**config.mk**
```make
export PLATFORM = sky130hd
export DESIGN_NAME = onewire_rom_reader
export DESIGN_NICKNAME = d
export VERILOG_FILES = /design/src/rtl/onewire_pkg.sv /design/src/rtl/onewire_crc8.sv /design/src/rtl/onewire_rom_reader.sv
export SDC_FILE = /design/constraint.sdc
export NUM_CORES = 1
export LEC_CHECK = 0
export ABC_AREA = 0
export CAP_MARGIN = 25
export CELL_PAD_IN_SITES_DETAIL_PLACEMENT = 1
export CELL_PAD_IN_SITES_GLOBAL_PLACEMENT = 2
export CORE_ASPECT_RATIO = 0.75
export CORE_MARGIN = 2
export CORE_UTILIZATION = 36
export CTS_CLUSTER_SIZE = 12
export DETAILED_ROUTE_END_ITERATION = 12
export PLACE_DENSITY = 0.95
export REMOVE_ABC_BUFFERS = 1
export SYNTH_ARGS = -nofsm -noshare
export SYNTH_HDL_FRONTEND = slang
export SYNTH_HIERARCHICAL = 1
export SYNTH_SLANG_ARGS = --single-unit
```
**constraint.sdc**
```tcl
create_clock -name clk -period 5.8 [get_ports clk]
set_clock_uncertainty 0.1 [all_clocks]
set_input_delay 1.74 -clock clk [delete_from_list [all_inputs] [get_ports clk]]
set_output_delay 1.74 -clock clk [all_outputs]
set_load 0.02 [all_outputs]
```
**src/rtl/onewire_pkg.sv**
```systemverilog
// Shared types, bus timing constants and CRC helper for the 1-Wire ROM reader.
package onewire_pkg;

    typedef enum logic [2:0] {
        ST_IDLE,
        ST_RST_LOW,
        ST_PRES,
        ST_CMD,
        ST_READ,
        ST_CHECK,
        ST_FAIL,
        ST_DONE
    } ow_state_t;

    // Bus timing in microseconds.
    localparam int unsigned T_RSTL    = 480;
    localparam int unsigned T_PDS     = 70;
    localparam int unsigned T_RST_TOT = 480;
    localparam int unsigned T_SLOT    = 70;
    localparam int unsigned T_LOW0    = 60;
    localparam int unsigned T_LOW1    = 6;
    localparam int unsigned T_RDS     = 15;

    localparam logic [7:0] CMD_READ_ROM = 8'h33;
    localparam logic [7:0] CRC8_POLY    = 8'h8C;

    // One step of the reflected Dallas CRC-8, consuming a single bit.
    function automatic logic [7:0] crc8_step(input logic [7:0] crc, input logic din);
        logic fb;
        fb = crc[0] ^ din;
        return (crc >> 1) ^ (fb ? CRC8_POLY : '0);
    endfunction

endpackage

```
**src/rtl/onewire_crc8.sv**
```systemverilog
// Serial Dallas CRC-8 engine: one bit per enable, synchronous clear.
module onewire_crc8
    import onewire_pkg::*;
(
    input  logic       clk,
    input  logic       reset,
    input  logic       clear,
    input  logic       en,
    input  logic       din,
    output logic [7:0] crc
);

    // Accumulate one received bit per enable; clear restarts from 0x00.
    always_ff @(posedge clk) begin
        if (reset || clear) begin
            crc <= '0;
        end else if (en) begin
            crc <= crc8_step(crc, din);
        end
    end

endmodule

```
**src/rtl/onewire_rom_reader.sv**
```systemverilog
// 1-Wire master issuing READ ROM on one of N_CH buses, with CRC check and retry.
module onewire_rom_reader
    import onewire_pkg::*;
#(
    parameter int unsigned CLK_FREQ_HZ = 100_000_000,
    parameter int unsigned N_CH        = 1,
    parameter int unsigned MAX_RETRY   = 2,
    localparam int unsigned CH_W       = (N_CH > 1) ? $clog2(N_CH) : 1
) (
    input  logic            clk,
    input  logic            reset,
    input  logic            go,
    input  logic [CH_W-1:0] ch_sel,
    input  logic [N_CH-1:0] dq_in,
    output logic [N_CH-1:0] dq_oe,
    output logic            busy,
    output logic            done,
    output logic [63:0]     rom,
    output logic            rom_valid,
    output logic            presence_err,
    output logic            crc_err
);

    localparam int unsigned DIV   = CLK_FREQ_HZ / 1_000_000;
    localparam int unsigned DIV_W = (DIV > 1) ? $clog2(DIV) : 1;
    localparam int unsigned ATT_W = (MAX_RETRY > 0) ? $clog2(MAX_RETRY + 1) : 1;
    localparam int unsigned TM_W  = 10;

    localparam logic [TM_W-1:0] TM_RSTL_END = TM_W'(T_RSTL - 1);
    localparam logic [TM_W-1:0] TM_PDS_SMP  = TM_W'(T_PDS - 1);
    localparam logic [TM_W-1:0] TM_PRES_END = TM_W'(T_RST_TOT - 1);
    localparam logic [TM_W-1:0] TM_SLOT_END = TM_W'(T_SLOT - 1);
    localparam logic [TM_W-1:0] TM_RDS_SMP  = TM_W'(T_RDS - 1);
    localparam logic [TM_W-1:0] TM_LOW0     = TM_W'(T_LOW0);
    localparam logic [TM_W-1:0] TM_LOW1     = TM_W'(T_LOW1);

    ow_state_t        state, state_next;
    logic [DIV_W-1:0] div_cnt;
    logic             tick;
    logic [N_CH-1:0]  dq_s1, dq_s2;
    logic [TM_W-1:0]  t;
    logic [5:0]       bit_idx;
    logic [ATT_W-1:0] attempt;
    logic [CH_W-1:0]  ch;
    logic             present;
    logic             fail_crc;
    logic [7:0]       crc;
    logic [N_CH-1:0]  ch_mask;
    logic             dq_bit;
    logic             cmd_bit;
    logic             ch_ok;

    // FSM strobes
    logic go_acc, start, t_clr, bit_clr, bit_inc, crc_clr, crc_en;
    logic smp_pres, smp_rom, set_valid, set_perr, set_cerr, att_inc;
    logic fail_pres_set, fail_crc_set, drive_low;

    assign tick    = (div_cnt == DIV_W'(DIV - 1));
    assign dq_bit  = dq_s2[ch];
    assign cmd_bit = CMD_READ_ROM[bit_idx[2:0]];
    assign ch_ok   = (32'(ch_sel) < N_CH);
    assign busy    = (state != ST_IDLE);
    assign done    = (state == ST_DONE);

    // Free-running microsecond tick divider.
    always_ff @(posedge clk) begin
        if (reset || tick) begin
            div_cnt <= '0;
        end else begin
            div_cnt <= div_cnt + DIV_W'(1);
        end
    end

    // Two-flop synchronisers on every pad input; idle bus reads high.
    always_ff @(posedge clk) begin
        if (reset) begin
            dq_s1 <= '1;
            dq_s2 <= '1;
        end else begin
            dq_s1 <= dq_in;
            dq_s2 <= dq_s1;
        end
    end

    // One-hot mask of the latched bus.
    always_comb begin
        ch_mask     = '0;
        ch_mask[ch] = 1'b1;
    end

    // State register.
    always_ff @(posedge clk) begin
        if (reset) begin
            state <= ST_IDLE;
        end else begin
            state <= state_next;
        end
    end

    // Next-state logic, datapath strobes and bus drive request.
    always_comb begin
        state_next    = state;
        go_acc        = 1'b0;
        start         = 1'b0;
        t_clr         = 1'b0;
        bit_clr       = 1'b0;
        bit_inc       = 1'b0;
        crc_clr       = 1'b0;
        crc_en        = 1'b0;
        smp_pres      = 1'b0;
        smp_rom       = 1'b0;
        set_valid     = 1'b0;
        set_perr      = 1'b0;
        set_cerr      = 1'b0;
        att_inc       = 1'b0;
        fail_pres_set = 1'b0;
        fail_crc_set  = 1'b0;
        drive_low     = 1'b0;
        unique case (state)
            ST_IDLE: begin
                if (go) begin
                    go_acc = 1'b1;
                    if (ch_ok) begin
                        start      = 1'b1;
                        bit_clr    = 1'b1;
                        crc_clr    = 1'b1;
                        state_next = ST_RST_LOW;
                    end else begin
                        set_perr   = 1'b1;
                        state_next = ST_DONE;
                    end
                end
            end
            ST_RST_LOW: begin
                drive_low = 1'b1;
                if (tick && t == TM_RSTL_END) state_next = ST_PRES;
            end
            ST_PRES: begin
                if (tick && t == TM_PDS_SMP) smp_pres = 1'b1;
                if (tick && t == TM_PRES_END) begin
                    if (present) begin
                        state_next = ST_CMD;
                    end else begin
                        fail_pres_set = 1'b1;
                        state_next    = ST_FAIL;
                    end
                end
            end
            ST_CMD: begin
                drive_low = (t < (cmd_bit ? TM_LOW1 : TM_LOW0));
                if (tick && t == TM_SLOT_END) begin
                    t_clr = 1'b1;
                    if (bit_idx == 6'd7) begin
                        bit_clr    = 1'b1;
                        state_next = ST_READ;
                    end else begin
                        bit_inc = 1'b1;
                    end
                end
            end
            ST_READ: begin
                drive_low = (t < TM_LOW1);
                if (tick && t == TM_RDS_SMP) begin
                    smp_rom = 1'b1;
                    crc_en  = 1'b1;
                end
                if (tick && t == TM_SLOT_END) begin
                    t_clr = 1'b1;
                    if (bit_idx == 6'd63) begin
                        state_next = ST_CHECK;
                    end else begin
                        bit_inc = 1'b1;
                    end
                end
            end
            ST_CHECK: begin
                if (crc == 8'h00) begin
                    set_valid  = 1'b1;
                    state_next = ST_DONE;
                end else begin
                    fail_crc_set = 1'b1;
                    state_next   = ST_FAIL;
                end
            end
            ST_FAIL: begin
                if (32'(attempt) < MAX_RETRY) begin
                    att_inc    = 1'b1;
                    crc_clr    = 1'b1;
                    bit_clr    = 1'b1;
                    state_next = ST_RST_LOW;
                end else begin
                    if (fail_crc) set_cerr = 1'b1;
                    else          set_perr = 1'b1;
                    state_next = ST_DONE;
                end
            end
            ST_DONE: begin
                state_next = ST_IDLE;
            end
            default: begin
                state_next = ST_IDLE;
            end
        endcase
        if (state_next != state) t_clr = 1'b1;
    end

    // Phase timer, bit index, attempt counter, capture registers and result flags.
    always_ff @(posedge clk) begin
        if (reset) begin
            t            <= '0;
            bit_idx      <= '0;
            attempt      <= '0;
            ch           <= '0;
            present      <= 1'b0;
            fail_crc     <= 1'b0;
            rom          <= '0;
            rom_valid    <= 1'b0;
            presence_err <= 1'b0;
            crc_err      <= 1'b0;
        end else begin
            if (t_clr)     t <= '0;
            else if (tick) t <= t + TM_W'(1);

            if (bit_clr)      bit_idx <= '0;
            else if (bit_inc) bit_idx <= bit_idx + 6'd1;

            if (go_acc) begin
                rom          <= '0;
                rom_valid    <= 1'b0;
                presence_err <= 1'b0;
                crc_err      <= 1'b0;
            end
            if (start) begin
                ch       <= ch_sel;
                attempt  <= '0;
                present  <= 1'b0;
                fail_crc <= 1'b0;
            end
            if (att_inc) begin
                attempt <= attempt + ATT_W'(1);
                present <= 1'b0;
            end

            if (smp_pres)      present  <= ~dq_bit;
            if (fail_pres_set) fail_crc <= 1'b0;
            if (fail_crc_set)  fail_crc <= 1'b1;

            if (smp_rom) rom[bit_idx] <= dq_bit;

            if (set_valid) rom_valid    <= 1'b1;
            if (set_perr)  presence_err <= 1'b1;
            if (set_cerr)  crc_err      <= 1'b1;
        end
    end

    // Registered open-drain enables; only the latched bus is ever pulled.
    always_ff @(posedge clk) begin
        if (reset) begin
            dq_oe <= '0;
        end else begin
            dq_oe <= drive_low ? ch_mask : '0;
        end
    end

    onewire_crc8 u_crc (
        .clk   (clk),
        .reset (reset),
        .clear (crc_clr),
        .en    (crc_en),
        .din   (dq_bit),
        .crc   (crc)
    );

endmodule

```
==> results.json, run 1 <==
{
  "ys_top_cells_by_count": "dfxtp_1 (110), o211ai_1 (49), nand2_1 (44), o31ai_1 (42), clkbuf_1 (41)",
  "fin_crit_ns": 4.04,
  "crit_fanout": 16,
  "grt_max_degree": 39,
  "drtAntennaViolNets": 0,
  "slew_viol_final": 0,
  "post-route-period-util": 0.696,
  "clkTransAtPathRegs_ns": 0.07,
  "cp.arrival_ns": 2.20,
  "synth_edf_count": 0,
  "grt_pass1_vias": 4441,
  "tightest_slew_ns": 1.08,
  "netlist_area_sq_mm": 0.00519,
  "clock_path_buffers": 2,
  "yosys_warnings": 6,
  "dr.pass1.iters": 4,
  "ir_drop_v": 0.000160,
  "yosysSeqAreaShare": 0.424,
  "status": "finished clean",
  "coreArea_sq_mm": 0.0139,
  "rsz0062_at_grt": "false",
  "fillCellCount": 1565,
  "async_reset_ff_frac": 0,
  "die_height_um": 108,
  "ys_ff_latch": 110,
  "n_antenna_cell": 0,
  "hold_viol_final": 0,
  "post_cts_resize_count": 0,
  "clock_latency_ns": 0.37,
  "min_delay_path_depth": 1,
  "place_area_sq_mm": 0.00599,
  "drc": 0,
  "crit_required_ns": 3.96,
  "post_cts_buffers": 0,
  "p_total_uw": 1530,
  "fmax_mhz": 248,
  "maxCapViolations": 0,
  "cts_max_level": 3,
  "viasPerCell": 5.76,
  "synth.distinct_cells": 59,
  "setup_violations": 0,
  "clock_sinks": 110,
  "synthTopCellsByArea": "dfxtp_1 (42%), o211ai_1 (7.1%), o31ai_1 (6.1%)",
  "crit_path_start_kind": "register",
  "io_buffers": 74,
  "wire_per_inst_um": 18.3,
  "tns_ns": 0,
  "nNetsFinal": 614,
  "hp-class": "register to register",
  "initial_core_util": 0.374,
  "crit_type": "register to output pin",
  "place_hpwl_um": 10200,
  "syn_inst": 558,
  "cts_tree": "done",
  "worstRegToRegCells": 5,
  "grt_overflow": 0,
  "drt_iter0_drc": 268,
  "dieArea_sq_mm": 0.0154,
  "antenna_found_initial": 0,
  "final_cells": 781,
  "synthFlopType": "dfxtp_1",
  "final_core_util": 0.452,
  "die_w_um": 143,
  "drive_above_1_share": 0.0875,
  "gp_congestion": 0.821,
  "area_delta_synth_final_pct": 20.9,
  "rows": 37,
  "hold_buffers": 0,
  "cts_buffers": 9,
  "track_usage": 0.188,
  "yosysTopAreaCellShare": 0.424,
  "drt_wl_total_um": 14300,
  "placed_cells": 765,
  "cts-root-buf": "clkbuf_16",
  "grt_pass1_wl_um": 23000,
  "syn_area_per_cell_sq_um": 9.31,
  "num_vias": 4501,
  "fin_area_sq_mm": 0.00628,
  "yosys.cell_count.top_type": "dfxtp_1",
  "cp-end-kind": "output pin",
  "p_leak_uw": 0.00215,
  "max-slew-margin-rel": 0.272,
  "yosysTopAreaCell": "dfxtp_1",
  "io_pins": 75,
  "power_density_mw_per_mm2": 243
}
[per-stage QoR]
step           hold WS (ns)  setup WS, ns
2_1_floorplan         0.285          1.13
4_1_cts               0.327          1.75
3_5_place_dp          0.309          1.73
3_3_place_gp          0.296          1.84
5_1_grt               0.349          1.60
6_report              0.322          1.76
[sequential cells by signal (all words and copies together) (netlist names), 2 cells and up]
signal     count
div_cnt        7
t             10
bit_idx        6
attempt        2
rom           64
state          3
u_crc/crc      8
[report_power, final]
part / switching [uW] / internal (uW) / total, uW
sequential: 16.2 / 763 / 779
clock: 309 / 302 / 612
combinational: 95.6 / 41.9 / 137
[worst max-delay path, cell delays in order (launching register included)]
cell and delay (ns):
dfxtp_1 0.46, nor3_1 0.57, inv_1 0.21, clkdlybuf4s50_1 0.59
[layout make-up]
class | instances | area (sq um) | area share
clock inverter | 7 | 63.8 | 0.0102
tap | 175 | 219 | 0.0349
inverter | 9 | 33.8 | 0.00538
clock buffer | 9 | 225 | 0.0359
sequential | 110 | 2200 | 0.351
timing repair buffer | 78 | 771 | 0.123
multi-input combinational | 393 | 2770 | 0.440
[path summary, 6_finish.rpt]
path | slack [ns] | startpoint | endpoint
worst max-delay path | 1.76 | state[2] | busy
worst min-delay path | 0.32 | dq_s1 | dq_s2
worst max register to register | 2.52 | state[2] | rom[50]
worst min register to register | 0.32 | dq_s1 | dq_s2
[placed cells by master (no fill, tap or decap), types with 6 or more instances in the layout]
master           instances
nand2b_1                 9
nand3b_1                 7
o211ai_1                49
mux2i_1                 22
nor2_1                  30
o31ai_2                  8
nand4_1                  8
inv_1                    9
o21ai_0                  7
ha_1                     8
xor2_1                  10
nor4_1                  12
or3b_2                   6
dfxtp_1                110
a21oi_1                 12
nand3_1                 16
nor3_1                  19
clkbuf_16                9
xnor2_1                 10
o31ai_1                 42
clkdlybuf4s50_1         74
nand2_1                 44
[cell families (layout without fill, tap and decap cells)]
logic type               Yosys count  after routing  synth area share
AO/OA/AOI/OAI                    142            142             0.209
adder cells (fa/ha/maj)            8              8            0.0193
multiplexers                      22             22            0.0424
flip-flops                       110            110             0.424
XOR/XNOR                          20             20            0.0337
buffers and inverters             55            103            0.0472
AND/OR/NAND/NOR                  201            201             0.224
[layer usage]
layer / GRT usage / vias up / wire [um]
li1: - / 2185 / -
met1: 0.258 / 2212 / 6910
met2: 0.300 / 89 / 6500
met3: 0.0372 / 15 / 687
met4: 0.0573 / 0 / 204
met5: 0 / - / 0
Power figures use the tool's default switching activity.
==> run 2, diff against run 1 <==
--- a/config.mk
+++ b/config.mk
@@ -11,10 +11,10 @@
 export CELL_PAD_IN_SITES_GLOBAL_PLACEMENT = 2
 export CORE_ASPECT_RATIO = 0.75
 export CORE_MARGIN = 2
-export CORE_UTILIZATION = 36
+export CORE_UTILIZATION = 34
 export CTS_CLUSTER_SIZE = 12
 export DETAILED_ROUTE_END_ITERATION = 12
-export PLACE_DENSITY = 0.95
+export PLACE_DENSITY = 0.91
 export REMOVE_ABC_BUFFERS = 1
 export SYNTH_ARGS = -nofsm -noshare
 export SYNTH_HDL_FRONTEND = slang
==> constraint.sdc (replaced) <==
create_clock -name clk -period 4.03 [get_ports clk]
set_clock_uncertainty 0.1 [all_clocks]
set_input_delay 1.209 -clock clk [delete_from_list [all_inputs] [get_ports clk]]
set_output_delay 1.209 -clock clk [all_outputs]
set_load 0.02 [all_outputs]
==> run 2 against run 1 <==
Count of clock-buffer cells in the layout unchanged. Sequential share of layout area is 0.77 points lower. Register-to-register slack lost 1.7 ns. Critical path depth unchanged. Via count is 0.93% lower. Critical endpoint unchanged.
==> results.json, run 2 (synthesis results as in run 1) <==
{
  "clock_sinks": 110,
  "drc": 0,
  "clock_latency_ns": 0.36,
  "mostFrequentLayoutCell": "dfxtp_1",
  "drive_above_1_share": 0.0979,
  "min_from": "dq_s1",
  "n_antenna_cell": 0,
  "place_area_sq_mm": 0.00611,
  "slew_viol_final": 0,
  "regMostFlops": "rom",
  "cp.arrival_ns": 2.14,
  "cts_tree": "done",
  "setup_violations": 0,
  "crit_chain": "nor3_1 -> inv_1 -> clkdlybuf4s50_1",
  "seqCellArea_sq_mm": 0.00220,
  "initial_core_util": 0.344,
  "grt_pass1_wl_um": 23900,
  "hp-class": "register to register",
  "drtAntennaViolNets": 0,
  "rows": 39,
  "cts_buffers": 9,
  "track_usage": 0.179,
  "fin_area_sq_mm": 0.00642,
  "largest_reg_flops": 64,
  "startpoint": "state[1]",
  "die_w_um": 147,
  "reg_top3": "rom: 64 flops, t: 10 flops, u_crc/crc: 8 flops",
  "maxCapViolations": 0,
  "coreArea_sq_mm": 0.0151,
  "rsz0062_at_grt": "false",
  "dieArea_sq_mm": 0.0163,
  "viasPerCell": 5.45,
  "cts_max_level": 3,
  "max-slew-margin-rel": 0.431,
  "grt_max_degree": 65,
  "final_cells": 818,
  "area_delta_synth_final_pct": 23.6,
  "antenna_found_initial": 0,
  "drt_iter0_drc": 317,
  "fillCellCount": 1697,
  "ir_drop_v": 0.000265,
  "place_hpwl_um": 10200,
  "cts-root-buf": "clkbuf_16",
  "fin_crit_ns": 3.45,
  "crit_path_start_kind": "register",
  "fmax_mhz": 290,
  "status": "finished clean",
  "final_cell_mix": "dfxtp_1 (110), clkdlybuf4s50_1 (74), o211ai_1 (49)",
  "num_vias": 4459,
  "clock_path_buffers": 2,
  "die_height_um": 111,
  "critPathBufInv": 2,
  "drt_wl_total_um": 14400,
  "placed_cells": 802,
  "post_cts_buffers": 0,
  "multi_input_area_sq_mm": 0.00277,
  "rr_startpoint": "state[2]",
  "cp-end-kind": "output pin",
  "io_buffers": 74,
  "power_density_mw_per_mm2": 353,
  "crit_fanout": 16,
  "nNetsFinal": 621,
  "slowest_delay_ns": 0.58,
  "p_leak_uw": 0.00220,
  "reg2reg_slack_ns": 0.87,
  "io_pins": 75,
  "post-route-period-util": 0.855,
  "gp_congestion": 0.841,
  "post_cts_resize_count": 0,
  "crit_slowest_cell": "clkdlybuf4s50_1",
  "grt_overflow": 0,
  "tightest_slew_ns": 0.846,
  "crit_type": "register to output pin",
  "grt_pass1_vias": 4538,
  "clkTransAtPathRegs_ns": 0.07,
  "critPathTopFamily": "buffers and inverters",
  "crit_required_ns": 2.72,
  "hold_buffers": 0,
  "dr.pass1.iters": 5,
  "wire_per_inst_um": 17.5,
  "hold_viol_final": 0
}
==> run 2: power by group <==
group	internal [uW]	total [uW]	leakage, uW	switching, uW
Clock	498	932	0.000152	434
Combinational	73.0	214	0.00116	141
Sequential	1100	1120	0.000888	22.0
==> run 2: cell type report <==
type,instances,share of cell area
clock buffer,9,0.0351
clock inverter,7,0.0138
inverter,9,0.00526
multi-input combinational,393,0.431
sequential,110,0.343
tap,205,0.0400
timing repair buffer,85,0.132
==> run 2: path summary, 6_finish.rpt <==
check                 to  cells past startpoint
setup / recovery    busy                      3
hold reg to reg    dq_s2                      1
hold / removal     dq_s2                      1
setup reg to reg  rom[2]                      5
==> run 2: per-layer routing <==
| layer | GRT usage | share of wire |
|---|---|---|
| met2 | 0.286 | 0.46 |
| met4 | 0.0505 | 0.014 |
| met5 | 0 | 0 |
| met1 | 0.247 | 0.49 |
| met3 | 0.0342 | 0.034 |
==> run 2: through the flow <==
stage / power, uW / worst slack [ns] / TNS, ns / utilization / hold WS [ns]
after detailed placement: 1360 / 0.712 / 0 / 0.405 / 0.297
after CTS: 2290 / 0.573 / 0 / 0.426 / 0.315
after floorplan: 1260 / -0.107 / -2.44 / - / 0.285
final: 2270 / 0.583 / 0 / 0.426 / 0.314
after global placement: 1350 / 0.799 / 0 / 0.405 / 0.297
after global routing: 2360 / 0.466 / 0 / 0.426 / 0.327
